<file path="src/rtl/vrf_rd_port_scheduler.sv">
// Requester-side scheduler for the two VRF read ports: collects single-outstanding
// requests, drives the external two-grant arbiter, issues reads and routes data back.
module vrf_rd_port_scheduler #(
  parameter int NUM_SRC    = 8,
  parameter int IDX_WIDTH  = 3,
  parameter int ADDR_WIDTH = 5,
  parameter int DATA_WIDTH = 64
) (
  input  logic                          clk,
  input  logic                          rst,
  input  logic [NUM_SRC-1:0]            src_req_valid,
  input  logic [NUM_SRC*ADDR_WIDTH-1:0] src_req_addr,
  output logic [NUM_SRC-1:0]            src_req_ready,
  output logic [NUM_SRC-1:0]            rsp_valid,
  output logic [NUM_SRC*DATA_WIDTH-1:0] rsp_data,
  output logic [NUM_SRC-1:0]            arb_req,
  output logic [IDX_WIDTH-1:0]          arb_priority_idx,
  input  logic [NUM_SRC-1:0]            arb_gnt_first,
  input  logic [NUM_SRC-1:0]            arb_gnt_second,
  output logic                          rf_rd0_en,
  output logic [ADDR_WIDTH-1:0]         rf_rd0_addr,
  input  logic [DATA_WIDTH-1:0]         rf_rd0_data,
  output logic                          rf_rd1_en,
  output logic [ADDR_WIDTH-1:0]         rf_rd1_addr,
  input  logic [DATA_WIDTH-1:0]         rf_rd1_data
);

  logic [NUM_SRC-1:0]            r_busy;
  logic [NUM_SRC-1:0]            r_pending;
  logic [ADDR_WIDTH-1:0]         r_addr_q [NUM_SRC];
  logic [IDX_WIDTH-1:0]          r_ptr;
  logic                          r_rd0_v, r_rd1_v;
  logic [IDX_WIDTH-1:0]          r_rd0_src, r_rd1_src;
  logic [ADDR_WIDTH-1:0]         r_rd0_addr, r_rd1_addr;
  logic                          r_s2_0_v, r_s2_1_v;
  logic [IDX_WIDTH-1:0]          r_s2_0_src, r_s2_1_src;
  logic [NUM_SRC-1:0]            r_rsp_valid;
  logic [NUM_SRC*DATA_WIDTH-1:0] r_rsp_data;

  logic [NUM_SRC-1:0]    w_accept;
  logic [NUM_SRC-1:0]    w_g0, w_g1;
  logic [IDX_WIDTH-1:0]  w_g0_idx, w_g1_idx;
  logic [ADDR_WIDTH-1:0] w_g0_addr, w_g1_addr;
  logic [NUM_SRC-1:0]    w_rsp_set;

  assign w_accept = src_req_valid & ~r_busy;

  // Grants are masked with pending so stray arbiter bits cannot issue reads.
  always_comb begin
    w_g0      = arb_gnt_first & r_pending;
    w_g1      = arb_gnt_second & r_pending & ~w_g0;
    w_g0_idx  = '0;
    w_g1_idx  = '0;
    w_g0_addr = '0;
    w_g1_addr = '0;
    w_rsp_set = '0;
    for (int unsigned i = 0; i < NUM_SRC; i++) begin
      if (w_g0[i]) begin
        w_g0_idx  = IDX_WIDTH'(i);
        w_g0_addr = w_g0_addr | r_addr_q[i];
      end
      if (w_g1[i]) begin
        w_g1_idx  = IDX_WIDTH'(i);
        w_g1_addr = w_g1_addr | r_addr_q[i];
      end
      if ((r_s2_0_v && r_s2_0_src == IDX_WIDTH'(i)) ||
          (r_s2_1_v && r_s2_1_src == IDX_WIDTH'(i)))
        w_rsp_set[i] = 1'b1;
    end
  end

  // busy drops on the edge after the response strobe, so ready returns one
  // cycle after rsp_valid.
  always_ff @(posedge clk or posedge rst) begin
    if (rst) begin
      r_busy    <= '0;
      r_pending <= '0;
      r_ptr     <= '0;
      for (int unsigned i = 0; i < NUM_SRC; i++) r_addr_q[i] <= '0;
    end else begin
      r_busy    <= (r_busy | w_accept) & ~r_rsp_valid;
      r_pending <= (r_pending | w_accept) & ~(w_g0 | w_g1);
      for (int unsigned i = 0; i < NUM_SRC; i++)
        if (w_accept[i]) r_addr_q[i] <= src_req_addr[i*ADDR_WIDTH +: ADDR_WIDTH];
      if (|w_g1)      r_ptr <= w_g1_idx + IDX_WIDTH'(1);
      else if (|w_g0) r_ptr <= w_g0_idx + IDX_WIDTH'(1);
    end
  end

  always_ff @(posedge clk or posedge rst) begin
    if (rst) begin
      r_rd0_v    <= 1'b0;
      r_rd1_v    <= 1'b0;
      r_rd0_src  <= '0;
      r_rd1_src  <= '0;
      r_rd0_addr <= '0;
      r_rd1_addr <= '0;
      r_s2_0_v   <= 1'b0;
      r_s2_1_v   <= 1'b0;
      r_s2_0_src <= '0;
      r_s2_1_src <= '0;
    end else begin
      r_rd0_v    <= |w_g0;
      r_rd1_v    <= |w_g1;
      if (|w_g0) begin
        r_rd0_src  <= w_g0_idx;
        r_rd0_addr <= w_g0_addr;
      end
      if (|w_g1) begin
        r_rd1_src  <= w_g1_idx;
        r_rd1_addr <= w_g1_addr;
      end
      r_s2_0_v   <= r_rd0_v;
      r_s2_1_v   <= r_rd1_v;
      r_s2_0_src <= r_rd0_src;
      r_s2_1_src <= r_rd1_src;
    end
  end

  always_ff @(posedge clk or posedge rst) begin
    if (rst) begin
      r_rsp_valid <= '0;
      r_rsp_data  <= '0;
    end else begin
      r_rsp_valid <= w_rsp_set;
      for (int unsigned i = 0; i < NUM_SRC; i++) begin
        if (r_s2_0_v && r_s2_0_src == IDX_WIDTH'(i))
          r_rsp_data[i*DATA_WIDTH +: DATA_WIDTH] <= rf_rd0_data;
        if (r_s2_1_v && r_s2_1_src == IDX_WIDTH'(i))
          r_rsp_data[i*DATA_WIDTH +: DATA_WIDTH] <= rf_rd1_data;
      end
    end
  end

  assign src_req_ready    = ~r_busy;
  assign rsp_valid        = r_rsp_valid;
  assign rsp_data         = r_rsp_data;
  assign arb_req          = r_pending;
  assign arb_priority_idx = r_ptr;
  assign rf_rd0_en        = r_rd0_v;
  assign rf_rd0_addr      = r_rd0_addr;
  assign rf_rd1_en        = r_rd1_v;
  assign rf_rd1_addr      = r_rd1_addr;

  a_g0_onehot: assert property (@(posedge clk) disable iff (rst) $onehot0(w_g0));
  a_g1_onehot: assert property (@(posedge clk) disable iff (rst) $onehot0(w_g1));

endmodule

</file>
<file path="config.mk">
export PLATFORM = sky130hd
export DESIGN_NAME = vrf_rd_port_scheduler
export DESIGN_NICKNAME = d
export VERILOG_FILES = /design/src/rtl/vrf_rd_port_scheduler.sv
export SDC_FILE = /design/constraint.sdc
export NUM_CORES = 2
export LEC_CHECK = 0
export ABC_AREA = 1
export BUFFER_PORTS_ARGS = -buffer_cell sky130_fd_sc_hd__buf_2
export CORE_AREA = 10 10 281 283
export CTS_CLUSTER_SIZE = 8
export DETAILED_ROUTE_END_ITERATION = 7
export DIE_AREA = 0 0 291 293
export GPL_ROUTABILITY_DRIVEN = 0
export SETUP_SLACK_MARGIN = 0.5
export SLEW_MARGIN = 20
export SYNTH_ARGS = -nofsm -noshare
export SYNTH_HDL_FRONTEND = slang
export SYNTH_SLANG_ARGS = --single-unit
export TNS_END_PERCENT = 30
</file>
<file path="constraint.sdc">
create_clock -name clk -period 30 [get_ports clk]
set_clock_uncertainty 0.2 [all_clocks]
set_input_delay 6 -clock clk [delete_from_list [all_inputs] [get_ports clk]]
set_output_delay 6 -clock clk [all_outputs]
set_load 0.03 [all_outputs]
</file>
==> impl_metrics.toml <==
[timing]
post-route-min-period_ns = 9.28
fin_crit_sh = 0.309
hold_ws_ns = 0.175
tightest_slew_ns = 1.13
rsz0062_at_grt = "false"
fin_setup_tns_ns = 0
slew_viol_final = 0
relSlewSlack = 0.246
hold_violations = 0
setup_violations = 0
fmax_mhz = 108
setup_ws_ns = 20.72

[route]
met1Wirelength_um = 49500
wl_per_cell_um = 24.9
drt_iter0_drc = 2699
via_per_inst = 5.48
vias = 27124
wirelength_um = 123000
drc = 0
met2_length_um = 56900
drt.antenna.violating_nets = 0
dr_wl_met3_um = 11400
dr.pass1.iters = 6
top_layer_used = "met5"

[die]
start_util = 0.371
fp-row-count = 100
die_x_um = 291
dieArea_um2 = 85300
ios = 745
die_h_um = 293
coreArea_um2 = 73600

[setup_path]
critPathArrivalTime_ns = 9.73
cp_common_cell = "buf_4"
worst_path_max_delay_cell = "buf_4"
critPathRequiredTime_ns = 30.46
path_max_fanout = 104
crit_chain = "buf_2, inv_8, buf_4, buf_4, buf_4, buf_4"
cp-startpoint = "rst"
cp_top_family = "buffers and inverters"
critPathKind = "in2async"
crit_path_max_incr_delay_ns = 0.80
r2r-start = "r_s2_1_src[2]"
cp_num_buf_inv = 6
start_kind = "primary input"
critPathCaptureType = "asynchronous set/reset pin"

[clocking]
clockBufferDepth = 3
cts_tree = "done"
clkLatencyLatePin_ns = 0.63
cts_buffers = 86
post-cts-setup-buffers = 0
clk_pin_slew_ns = 0.05
cts.repair.resized = 0
cts-root-buf = "clkbuf_16"
hold_buffers = 0
cts_sinks = 605
htree_num_levels = 3

[logic_synthesis]
ys_ff_latch = 605
syn_area_per_cell_um2 = 8.22
ys.warnings.count = 0
synth_fp_nets = 3517
synth.yosys.seq_area_share = 0.554
syn_inst = 3322
syn-cell-area_um2 = 27300
synth_cell_types = 31

[placed_design]
dp_hpwl_um = 80900
dp_cells = 4851
place.port_buffers = 744
place_ws_ns = 19.87

[pwr]
power_density_nw_per_um2 = 146
ir_drop_v = 0.0000870
p_leak_nw = 18.1

[flow_run]
maxCapViolCount = 0

[global_route]
antenna_found_initial = 8
grt_pass1_vias = 26122
grt_max_degree = 157
overflow = 0
grtUsageTotal = 0.276
grt_pass1_wl_um = 179000

[cells_and_area]
areaGrowthSynthToFinish_pct = 24.1
fillers = 7424
fin_util = 0.461
instances_no_fill = 4954
nets = 4165
regArea_um2 = 15100
drive_gt1_frac = 0.232
multi_input_area_um2 = 10600

[run_status]
status = "finished clean"

[worst_hold_path]
min_from = "r_rd0_src[1]"
min_path_type = "reg2reg"
-- through the flow --
step | instance area, um^2 | power [W]
2_1_floorplan | 27300 | 0.00312
3_3_place_gp | 31600 | 0.00402
3_5_place_dp | 31600 | 0.00405
4_1_cts | 33900 | 0.00496
5_1_grt | 33900 | 0.00523
6_report | 33900 | 0.00495
-- report_power, final --
group          internal [W]  switching [W]  leakage (nW)
logic              0.000637        0.00188          9.70
clock network      0.000528       0.000365          1.15
registers           0.00125       0.000282          7.25
-- sequential cells by signal, indices dropped and copies added, names as in the netlist --
register,count
r_s2_1_v,1
rf_rd0_addr,5
r_s2_0_v,1
rsp_data,512
rsp_valid,8
arb_req,8
rf_rd1_addr,5
r_rd0_src,3
arb_priority_idx,3
r_addr_q,40
r_rd1_src,3
r_s2_1_src,3
r_s2_0_src,3
r_busy,8
rf_rd1_en,1
rf_rd0_en,1
-- synthesized netlist by cell type --
master       n  area, um^2
o311ai_0    29         254
nor3_1       5        25.0
inv_4        4        25.0
o22ai_1     18         113
nand4_1      6        37.5
a221oi_1     2        17.5
buf_6       18         203
nand2_1   1196        4490
dfrtp_1    605       15100
nor2_1      38         143
o311ai_1    16         140
ha_1         1        12.5
nor2_4       7        78.8
o21ai_0    584        2920
nand3_1     16        80.1
buf_1        6        22.5
clkbuf_1   104         390
a32o_1       1        10.0
nand2_2      8        50.1
nor2_2       4        25.0
inv_2       16        60.1
o21ai_1    385        1930
a22o_1       1        8.76
a21oi_1     17        85.1
buf_2       82         410
nand2_4      1        11.3
a211oi_1     5        37.5
or2_4        1        8.76
buf_4        4        30.0
nor2_8       2        40.0
inv_1      140         526
-- final timing paths --
| path | end | slack (ns) | cells past startpoint |
|---|---|---|---|
| min in group asynchronous | rsp_data[214] | 5.34 | 2 |
| worst max-delay path | rsp_data[379] | 20.72 | 6 |
| max in group clk | arb_req[3] | 22.43 | 1 |
| worst min-delay path | r_s2_0_src[1] | 0.18 | 0 |
| worst min register to register | r_s2_0_src[1] | 0.18 | 0 |
| worst max register to register | rsp_data[195] | 26.71 | 9 |
-- placed cells by master, fill, tap and decap left out, types with 2 or more instances in the layout --
cell       count
a211oi_1       5
inv_4         11
nor2_1        38
dfrtp_1      605
nand2_2        4
o21ai_1      385
buf_4         29
a21oi_4        3
nand3_1       16
inv_2          6
nand2_1     1192
clkbuf_16     88
o311ai_0      29
nor2_2         4
nor2_4         7
diode_2        7
clkinv_2       3
inv_16         3
nand4_1        6
buf_2        744
nor3_1         5
inv_1        139
o311ai_1      16
nand2_4        9
a21oi_1       14
o22ai_1       18
nor2_8         2
a221oi_1       2
o21ai_0      584
-- kinds of logic (layout without fill, tap and decap cells) --
kind of cell             Yosys count  after routing  synth area share
flip-flops                       605            605             0.554
adder cells (fa/ha/maj)            1              1          0.000458
buffers and inverters            374           1030            0.0610
AND/OR/NAND/NOR                 1284           1284             0.183
AO/OA/AOI/OAI                   1058           1058             0.202
other                              0              7                 0
-- routing by layer --
| layer | vias up | track usage |
|---|---|---|
| li1 | 12282 | - |
| met1 | 13079 | 0.357 |
| met2 | 1504 | 0.439 |
| met3 | 255 | 0.0649 |
| met4 | 4 | 0.117 |
| met5 | - | 0 |
-- area by class of cell --
| class | count | area share |
|---|---|---|
| diodes | 7 | 0.000517 |
| clock buffers | 89 | 0.0653 |
| clock inverters | 7 | 0.00362 |
| inverters | 160 | 0.0189 |
| multi-input cells | 2343 | 0.313 |
| flip-flops and latches | 605 | 0.446 |
| well taps | 969 | 0.0358 |
| repair buffers | 774 | 0.117 |
Power figures use the tool's default switching activity.
